==> src/rtl/anim_pkg.sv <==
// ============================================================================
// Module   : anim_pkg
// Purpose  : Shared types and constants for the LED-matrix animation
//            sequencer: controller state encoding, animation select
//            encoding, the last frame of each animation, and a lookup helper.
// Revision : 1.0 - initial release
// ============================================================================
`default_nettype none

package anim_pkg;

    typedef enum logic [1:0] {
        ST_IDLE = 2'd0,
        ST_PLAY = 2'd1,
        ST_HOLD = 2'd2
    } state_e;

    localparam logic [1:0] ANIM_NONE = 2'b00;
    localparam logic [1:0] ANIM_ON   = 2'b01;
    localparam logic [1:0] ANIM_OFF  = 2'b10;
    localparam logic [1:0] ANIM_EGG  = 2'b11;

    localparam logic [4:0] ON_LAST  = 5'd15;
    localparam logic [4:0] OFF_LAST = 5'd8;
    localparam logic [4:0] EGG_LAST = 5'd30;

    // Final frame index of the given animation; ANIM_NONE never plays.
    function automatic logic [4:0] last_frame(input logic [1:0] sel);
        logic [4:0] res;
        case (sel)
            ANIM_ON:  res = ON_LAST;
            ANIM_OFF: res = OFF_LAST;
            ANIM_EGG: res = EGG_LAST;
            default:  res = 5'd0;
        endcase
        return res;
    endfunction

endpackage

`default_nettype wire

==> src/rtl/frame_prescaler.sv <==
// ============================================================================
// Module   : frame_prescaler
// Purpose  : Frame-period timer. Counts 0..FRAME_CYCLES-1 while enabled and
//            wraps; frame_tick is a registered pulse that is high during the
//            cycle in which the count sits at FRAME_CYCLES-1.
// Ports    : clk, reset (sync, active high)
//            clear      - force the count to 0 on the next edge
//            enable     - advance the count on the next edge
//            frame_tick - registered wrap pulse
// Revision : 1.0 - initial release
// ============================================================================
`default_nettype none

module frame_prescaler #(
    parameter int FRAME_CYCLES = 8388608,
    parameter int TMR_W        = 24
) (
    input  logic clk,
    input  logic reset,
    input  logic clear,
    input  logic enable,
    output logic frame_tick
);

    localparam logic [TMR_W-1:0] CNT_LAST = TMR_W'(FRAME_CYCLES - 1);
    localparam logic [TMR_W-1:0] CNT_PRE  = TMR_W'(FRAME_CYCLES - 2);

    logic [TMR_W-1:0] count_q, count_d;
    logic             tick_q, tick_d;

    // The tick flop is loaded when the count is about to reach its last
    // value, so it is high exactly while count_q == CNT_LAST.
    always_comb begin
        count_d = count_q;
        tick_d  = 1'b0;
        if (clear) begin
            count_d = '0;
        end else if (enable) begin
            count_d = (count_q == CNT_LAST) ? '0 : count_q + TMR_W'(1);
            tick_d  = (count_q == CNT_PRE);
        end
    end

    always_ff @(posedge clk) begin
        if (reset) begin
            count_q <= '0;
            tick_q  <= 1'b0;
        end else begin
            count_q <= count_d;
            tick_q  <= tick_d;
        end
    end

    assign frame_tick = tick_q;

endmodule

`default_nettype wire

==> src/rtl/anim_sequencer.sv <==
// ============================================================================
// Module   : anim_sequencer
// Purpose  : Sequencing controller for the 8x8 LED-matrix animations.
//            Arbitrates one-cycle requests (on > off > egg, clear overrides),
//            steps the frame index once per frame period, and holds the last
//            frame until the next request.
// Ports    : clk, reset (sync, active high)
//            req_on/req_off/req_egg/req_clr - one-cycle request pulses
//            anim_sel   - active animation (00 none, 01 on, 10 off, 11 egg)
//            frame      - frame index to the pattern ROMs
//            frame_tick - prescaler wrap pulse
//            busy       - animation playing
//            done       - first cycle of HOLD
//            req_ack    - request accepted (one cycle later)
//            pending    - queued request waiting (queue build only)
// Config   : ANIM_QUEUE_EN - requests during playback are queued in a
//            one-deep slot instead of preempting the current animation.
// Revision : 1.0 - initial release
// ============================================================================
`default_nettype none

module anim_sequencer #(
    parameter int FRAME_CYCLES = 8388608,
    parameter int TMR_W        = 24
) (
    input  logic       clk,
    input  logic       reset,
    input  logic       req_on,
    input  logic       req_off,
    input  logic       req_egg,
    input  logic       req_clr,
    output logic [1:0] anim_sel,
    output logic [4:0] frame,
    output logic       frame_tick,
    output logic       busy,
    output logic       done,
    output logic       req_ack,
    output logic       pending
);

    import anim_pkg::*;

    state_e     state_q, state_d;
    logic [1:0] anim_q, anim_d;
    logic [4:0] frame_q, frame_d;
    logic       busy_q, busy_d;
    logic       done_q, done_d;
    logic       ack_q, ack_d;
    logic       presc_clear, presc_en;
    logic       tick;
    logic       req_any;
    logic [1:0] req_sel;
`ifdef ANIM_QUEUE_EN
    logic       pend_q, pend_d;
    logic [1:0] pend_sel_q, pend_sel_d;
`endif

    frame_prescaler #(
        .FRAME_CYCLES(FRAME_CYCLES),
        .TMR_W       (TMR_W)
    ) u_prescaler (
        .clk       (clk),
        .reset     (reset),
        .clear     (presc_clear),
        .enable    (presc_en),
        .frame_tick(tick)
    );

    assign req_any = req_on | req_off | req_egg;
    assign req_sel = req_on  ? ANIM_ON  :
                     req_off ? ANIM_OFF :
                     req_egg ? ANIM_EGG : ANIM_NONE;

    always_comb begin
        state_d     = state_q;
        anim_d      = anim_q;
        frame_d     = frame_q;
        done_d      = 1'b0;
        ack_d       = 1'b0;
        presc_clear = 1'b1;   // prescaler parked at 0 unless playing on
        presc_en    = 1'b0;
`ifdef ANIM_QUEUE_EN
        pend_d      = pend_q;
        pend_sel_d  = pend_sel_q;
`endif
        if (req_clr) begin
            state_d = ST_IDLE;
            anim_d  = ANIM_NONE;
            frame_d = 5'd0;
`ifdef ANIM_QUEUE_EN
            pend_d     = 1'b0;
            pend_sel_d = ANIM_NONE;
`endif
        end else begin
            case (state_q)
                ST_IDLE, ST_HOLD: begin
                    if (req_any) begin
                        state_d = ST_PLAY;
                        anim_d  = req_sel;
                        frame_d = 5'd0;
                        ack_d   = 1'b1;
`ifdef ANIM_QUEUE_EN
                        pend_d  = 1'b0;   // newer request supersedes queue
                    end else if (pend_q) begin
                        // Queued request was acked when it was stored.
                        state_d = ST_PLAY;
                        anim_d  = pend_sel_q;
                        frame_d = 5'd0;
                        pend_d  = 1'b0;
`endif
                    end
                end
                ST_PLAY: begin
`ifdef ANIM_QUEUE_EN
                    if (req_any) begin
                        pend_d     = 1'b1;
                        pend_sel_d = req_sel;
                        ack_d      = 1'b1;
                    end
                    if (1'b1) begin
`else
                    if (req_any) begin
                        anim_d  = req_sel;
                        frame_d = 5'd0;
                        ack_d   = 1'b1;
                    end else begin
`endif
                        if (tick && (frame_q == last_frame(anim_q))) begin
                            state_d = ST_HOLD;
                            done_d  = 1'b1;
                        end else begin
                            presc_clear = 1'b0;
                            presc_en    = 1'b1;
                            if (tick) begin
                                frame_d = frame_q + 5'd1;
                            end
                        end
                    end
                end
                default: begin
                    state_d = ST_IDLE;
                    anim_d  = ANIM_NONE;
                    frame_d = 5'd0;
                end
            endcase
        end
        busy_d = (state_d == ST_PLAY);
    end

    always_ff @(posedge clk) begin
        if (reset) begin
            state_q <= ST_IDLE;
            anim_q  <= ANIM_NONE;
            frame_q <= 5'd0;
            busy_q  <= 1'b0;
            done_q  <= 1'b0;
            ack_q   <= 1'b0;
        end else begin
            state_q <= state_d;
            anim_q  <= anim_d;
            frame_q <= frame_d;
            busy_q  <= busy_d;
            done_q  <= done_d;
            ack_q   <= ack_d;
        end
    end

`ifdef ANIM_QUEUE_EN
    always_ff @(posedge clk) begin
        if (reset) begin
            pend_q     <= 1'b0;
            pend_sel_q <= ANIM_NONE;
        end else begin
            pend_q     <= pend_d;
            pend_sel_q <= pend_sel_d;
        end
    end
    assign pending = pend_q;
`else
    assign pending = 1'b0;
`endif

    assign anim_sel   = anim_q;
    assign frame      = frame_q;
    assign frame_tick = tick;
    assign busy       = busy_q;
    assign done       = done_q;
    assign req_ack    = ack_q;

endmodule

`default_nettype wire

==> config.mk <==
export PLATFORM = sky130hd
export DESIGN_NAME = anim_sequencer
export DESIGN_NICKNAME = d
export VERILOG_FILES = /design/src/rtl/anim_pkg.sv /design/src/rtl/frame_prescaler.sv /design/src/rtl/anim_sequencer.sv
export SDC_FILE = /design/constraint.sdc
export NUM_CORES = 1
export LEC_CHECK = 0
export CORE_MARGIN = 2
export CORE_UTILIZATION = 40
export CTS_CLUSTER_DIAMETER = 100
export CTS_CLUSTER_SIZE = 24
export DETAILED_ROUTE_END_ITERATION = 8
export GPL_ROUTABILITY_DRIVEN = 0
export HOLD_SLACK_MARGIN = 0.03
export SETUP_SLACK_MARGIN = 0.02
export SLEW_MARGIN = 20
export SYNTH_ARGS = -nofsm -noshare
export SYNTH_HDL_FRONTEND = slang
export SYNTH_SLANG_ARGS = --single-unit
==> constraint.sdc <==
create_clock -name clk -period 4.35 [get_ports clk]
set_input_delay 1.305 -clock clk [delete_from_list [all_inputs] [get_ports clk]]
set_output_delay 1.305 -clock clk [all_outputs]
set_load 0.01 [all_outputs]
# Yosys cells after proc, flatten, opt, wreduce, memory -nomap -nowiden
# Cells that the tools add are included.
[classes]
add_sub_neg = 2
n_mul = 0
div = 0
n_lt_le_gt_ge = 0
eq_ne = 12
shifts = 0
muxes = 27
bitwise_logic = 5
n_reduce_logical = 10
[op_table]
columns = ["op", "n"]
rows = [
  ["24-bit by 23-bit == test with 1-bit output (second input constant)", 2],
  ["5-bit two-way mux", 7],
  ["24-bit by 1-bit adder with 24-bit output (second input constant)", 1],
  ["24-bit two-way mux", 1],
  ["5-bit case mux with 3 select lines", 1],
  ["2-bit two-way mux", 7],
  ["5-bit case mux with 2 select lines", 1],
  ["1-bit two-way mux", 9],
  ["3-bit OR reduction", 3],
  ["2-bit by 1-bit == test with 1-bit output (second input constant)", 3],
  ["2-bit == test (second input constant)", 3],
  ["2-bit OR reduction", 3],
  ["5-bit by 1-bit adder with 5-bit output (second input constant)", 1],
  ["5-bit == test", 1],
  ["2-bit case mux with 2 select lines", 1],
  ["4-bit OR reduction", 1],
  ["3-bit by 2-bit inequality test with 1-bit output (second input constant)", 1],
  ["3-bit inequality test (second input constant)", 1],
  ["1-bit NOT", 3],
  ["3-bit AND reduction", 1],
  ["2-bit zero test", 1],
  ["2-bit inequality test (second input constant)", 1],
  ["1-bit OR", 2],
  ["1-bit logical AND", 1],
]
[totals]
reg_bits = 37
latch_bits = 0
ramBits = 0
rom_bits = 0
input_bits = 6
out_inout_bits = 12
elab_cells = 64
n_memories = 0

# Logic depth before layout (Yosys ltp)
[logic_depth]
word_depth = 13
ltp_mapped = 7
depth_no_buf = 6

# Hierarchy
# From an unflattened synthesis, not the netlist that was laid out.
[hier_totals]
hier_cells = 214
hier_area_um2 = 1811.7
[by_module_without_submodules]
columns = ["mod", "instances", "cells_each", "area_each_um2", "seq_area_each_um2"]
rows = [
  ["frame_prescaler", 1, 135, 1182.4, 500.5],
  ["anim_sequencer", 1, 79, 629.4, 240.2],
]

# Worst setup path before layout
# Ideal clock, no wire load.
[synth_timing]
path_kind = "input-to-reg"
start = "input port req_off"
end = "register u_prescaler.count_q[10]"
setup_ps = 64
t_arrival_ps = 2286
required_ps = 4286
setup_slack_ps = 2000
cell_stages = 5
n_path_buf = 1
path_cell_list = "nor3_2 nand4b_1 nand3b_2 buf_6 nor2_1"
[synth_between]
elab_chain_len = 6
word_cells_on_any_way = 9
classes_between = "mux (6); bitwise (2); reduce/logical (1)"
[synth_lines]
columns = ["item", "line", "source"]
rows = [
  ["from (decl)", "anim_sequencer.sv:29", "input logic req_off,"],
  ["1-bit OR (*) (2 in series)", "anim_sequencer.sv:69", "assign req_any = req_on | req_off | req_egg;"],
  ["1-bit two-way mux", "anim_sequencer.sv:122", "if (req_any) begin"],
  ["1-bit two-way mux", "anim_sequencer.sv:95", "case (state_q)"],
  ["1-bit two-way mux", "anim_sequencer.sv:86", "if (req_clr) begin"],
  ["2-bit OR reduction (no source line)", "-", ""],
  ["to (signal assigned)", "frame_prescaler.sv:49", "count_q <= count_d;"],
  ["to (decl)", "frame_prescaler.sv:28", "logic [TMR_W-1:0] count_q, count_d;"],
]
# Mark *: on every way between the ends. The rest lies on a longest branch, timed or not.
# A chain may end at the register's enable or synchronous reset.

# Final worst setup path
[layout_timing]
start = "input port req_off"
end = "register u_prescaler.count_q[5]"
# The elaborated chain is that of the path after synthesis.

==> results.yml <==
logic_synthesis:
  ys_ff_latch: 37
  synth_area_leader_cell: "dfxtp_1"
  synthesis.instances: 188
  synth.avg_cell_area_um2: 8.778
  mappedNetlistArea_um2: 1650
  yosysWarnings: 0
  synth_top_area_frac: 0.4488
  synth_nets: 197
  synth.area.top_cells: "dfxtp_1, nor2_1, xor2_1, nand3_1, xnor2_1"
  ys_seq_area_frac: 0.4488
  yosysUniqueCellTypes: 35
pwr:
  power_density_nw_per_um2: 315.0
  peakVddDrop_uv: 216.1
  power_leakage_uw: 0.0006248
critical_path:
  crit_arrival_ns: 3.16
  max_stage_delay_ns: 0.55
  crit_chain: "clkdlybuf4s50_1, nor3_2, nand4b_1, nand3b_2, nor2_1"
  slowest_stage: "nand3b_2"
  startpoint: "req_off"
  crit_required_ns: 4.57
  cp-start-kind: "input pin"
  crit_path_end_kind: "flip-flop"
  reg2reg_from: "u_prescaler.count_q[7]$_SDFFE_PP0P_"
  crit_type: "input pin to flip-flop"
  cp_max_fo: 23
placement:
  numPortBuffers: 16
  hpwlAfterDp_um: 2333
  dpl_cell_area_um2: 1843
final_layout:
  drive_above_1_share: 0.07177
  multi_input_area_um2: 860.8
  mostFrequentLayoutCell: "dfxtp_1"
  fillers: 381
  mostFrequentLayoutCells: "dfxtp_1, nor2_1, nand2_1"
  diodes: 0
  seq_area_um2: 740.7
  nets: 217
  area_growth_pct: 17.51
  finalInstanceArea_um2: 1939
routing:
  routed_via_density: 5.100
  vias: 1321
  ant_nets: 0
  drcViolationCount: 0
  wl_per_cell_um: 11.82
  drt-total-wl_um: 3062
  dr.pass1.iters: 4
  first_iter_violations: 35
clocking:
  cts_tree: "built"
  clockBufferDepth: 2
  post_cts_buffers: 0
  clock-sinks: 37
  cts-buffers-inserted: 5
  cts-root-buf: "clkbuf_8"
  cts.hold.buffers_added: 0
  cts_resized: 0
  cts.clk_slew.worst_paths_ns: 0.07
  cts-htree-levels: 2
  clock_insertion_delay_worst_skew_ns: 0.29
sta:
  max_freq_mhz: 340.7
  fin_crit_sh: 0.6748
  rsz0062_at_grt: "false"
  hold_ws_ns: 0.4992
  slew_violations: 0
  tightest_slew_ns: 0.5481
  hold_viol: 0
  period_minus_slack_ns: 2.935
  finalSetupViolCount: 0
  clock_skew_ns: 0.008258
  slew_headroom: 0.6318
  tns_ns: 0
grt:
  grt_pass1_vias: 1230
  groute.usage.overall: 0.1525
  grt_max_degree: 24
  grt_remaining_overflow: 0
  grt_pass1_wl_um: 5209
  antenna_found_initial: 0
hold_path:
  hold_path_class: "flip-flop to flip-flop"
  min_from: "u_prescaler.count_q[0]$_SDFFE_PP0P_"
floorplan:
  start_util: 0.4156
  rows: 23
  die_area_um2: 4655
  core-area_um2: 3971
  die-height_um: 68.23
  io_pins: 18
  die_x_um: 68.23
outcome:
  status: "finished, final reports clean"
run:
  max_cap_violations: 0
layer usage:
layer	GRT usage	share of wire
met5	0	0
met3	0.05428	0.054
met1	0.1827	0.48
met4	0.06750	0.021
met2	0.2451	0.44
stage by stage:
stage                     utilization  power [uW]  setup WS (ns)  std cells
after floorplan                     -       358.9          2.000        188
after global placement         0.4641       368.4          1.232        251
after detailed placement       0.4641       368.9          1.114        251
after CTS                      0.4883       620.1          1.402        259
after global routing           0.4883       637.5          1.240        259
final                          0.4883       610.8          1.415        259
cell usage after synthesis (all sizes together):
master / n
nor2: 35
xnor2: 8
xor2: 14
a211oi: 1
a21oi: 8
ha: 3
o21ai: 4
nor2b: 1
nor3: 5
or2: 1
or3: 4
nand2b: 1
nand2: 17
nand4: 6
inv: 5
buf: 3
dfxtp: 37
nand3: 16
and4: 1
nor3b: 1
nand4b: 1
nand3b: 1
and3: 5
o32a: 1
conb: 1
or2b: 2
nor4: 3
o221ai: 1
and4b: 1
o21ba: 1
final cells by class:
cell class              count  share of cell area
multi-input cells         143              0.4439
repair buffers             16             0.08258
clock buffers               6             0.04258
flip-flops and latches     37              0.3819
well taps                  50             0.03226
inverters                   5            0.009677
clock inverters             2            0.007097
state kept, by name, summed over array words and instances (netlist names):
| name | count |
|---|---|
| u_prescaler.count_q | 24 |
| anim_sel | 2 |
| req_ack | 1 |
| busy | 1 |
| frame | 5 |
| u_prescaler.frame_tick | 1 |
| state_q | 2 |
| done | 1 |
final timing paths:
kind | cells past startpoint | slack, ns | to
max | 5 | 1.41 | u_prescaler.count_q[5]$_SDFFE_PP0P_
min | 1 | 0.50 | u_prescaler.count_q[0]$_SDFFE_PP0P_
max reg2reg | 5 | 2.38 | u_prescaler.count_q[5]$_SDFFE_PP0P_
min reg2reg | 1 | 0.50 | u_prescaler.count_q[0]$_SDFFE_PP0P_
cell families after synthesis:
family,after synthesis,synth area share
buffers and inverters,8,0.02957
XOR/XNOR,22,0.1168
flip-flops,37,0.4488
AO/OA/AOI/OAI,16,0.06823
adder cells (fa/ha/maj),3,0.02275
other,1,0.002272
AND/OR/NAND/NOR,101,0.3116
critical path, delay by kind of cell:
family / cells / cell delay, ns
and+or+nand+nor: 4 / 1.38
buffers and inverters: 1 / 0.46
where the power goes:
group | switching [uW] | internal (uW) | leakage [uW]
sequential | 2.01 | 341 | 0.000299
combinational | 8.26 | 9.63 | 0.000275
clock | 122 | 128 | 0.0000512
No activity file was read; power rests on OpenSTA's default activity.
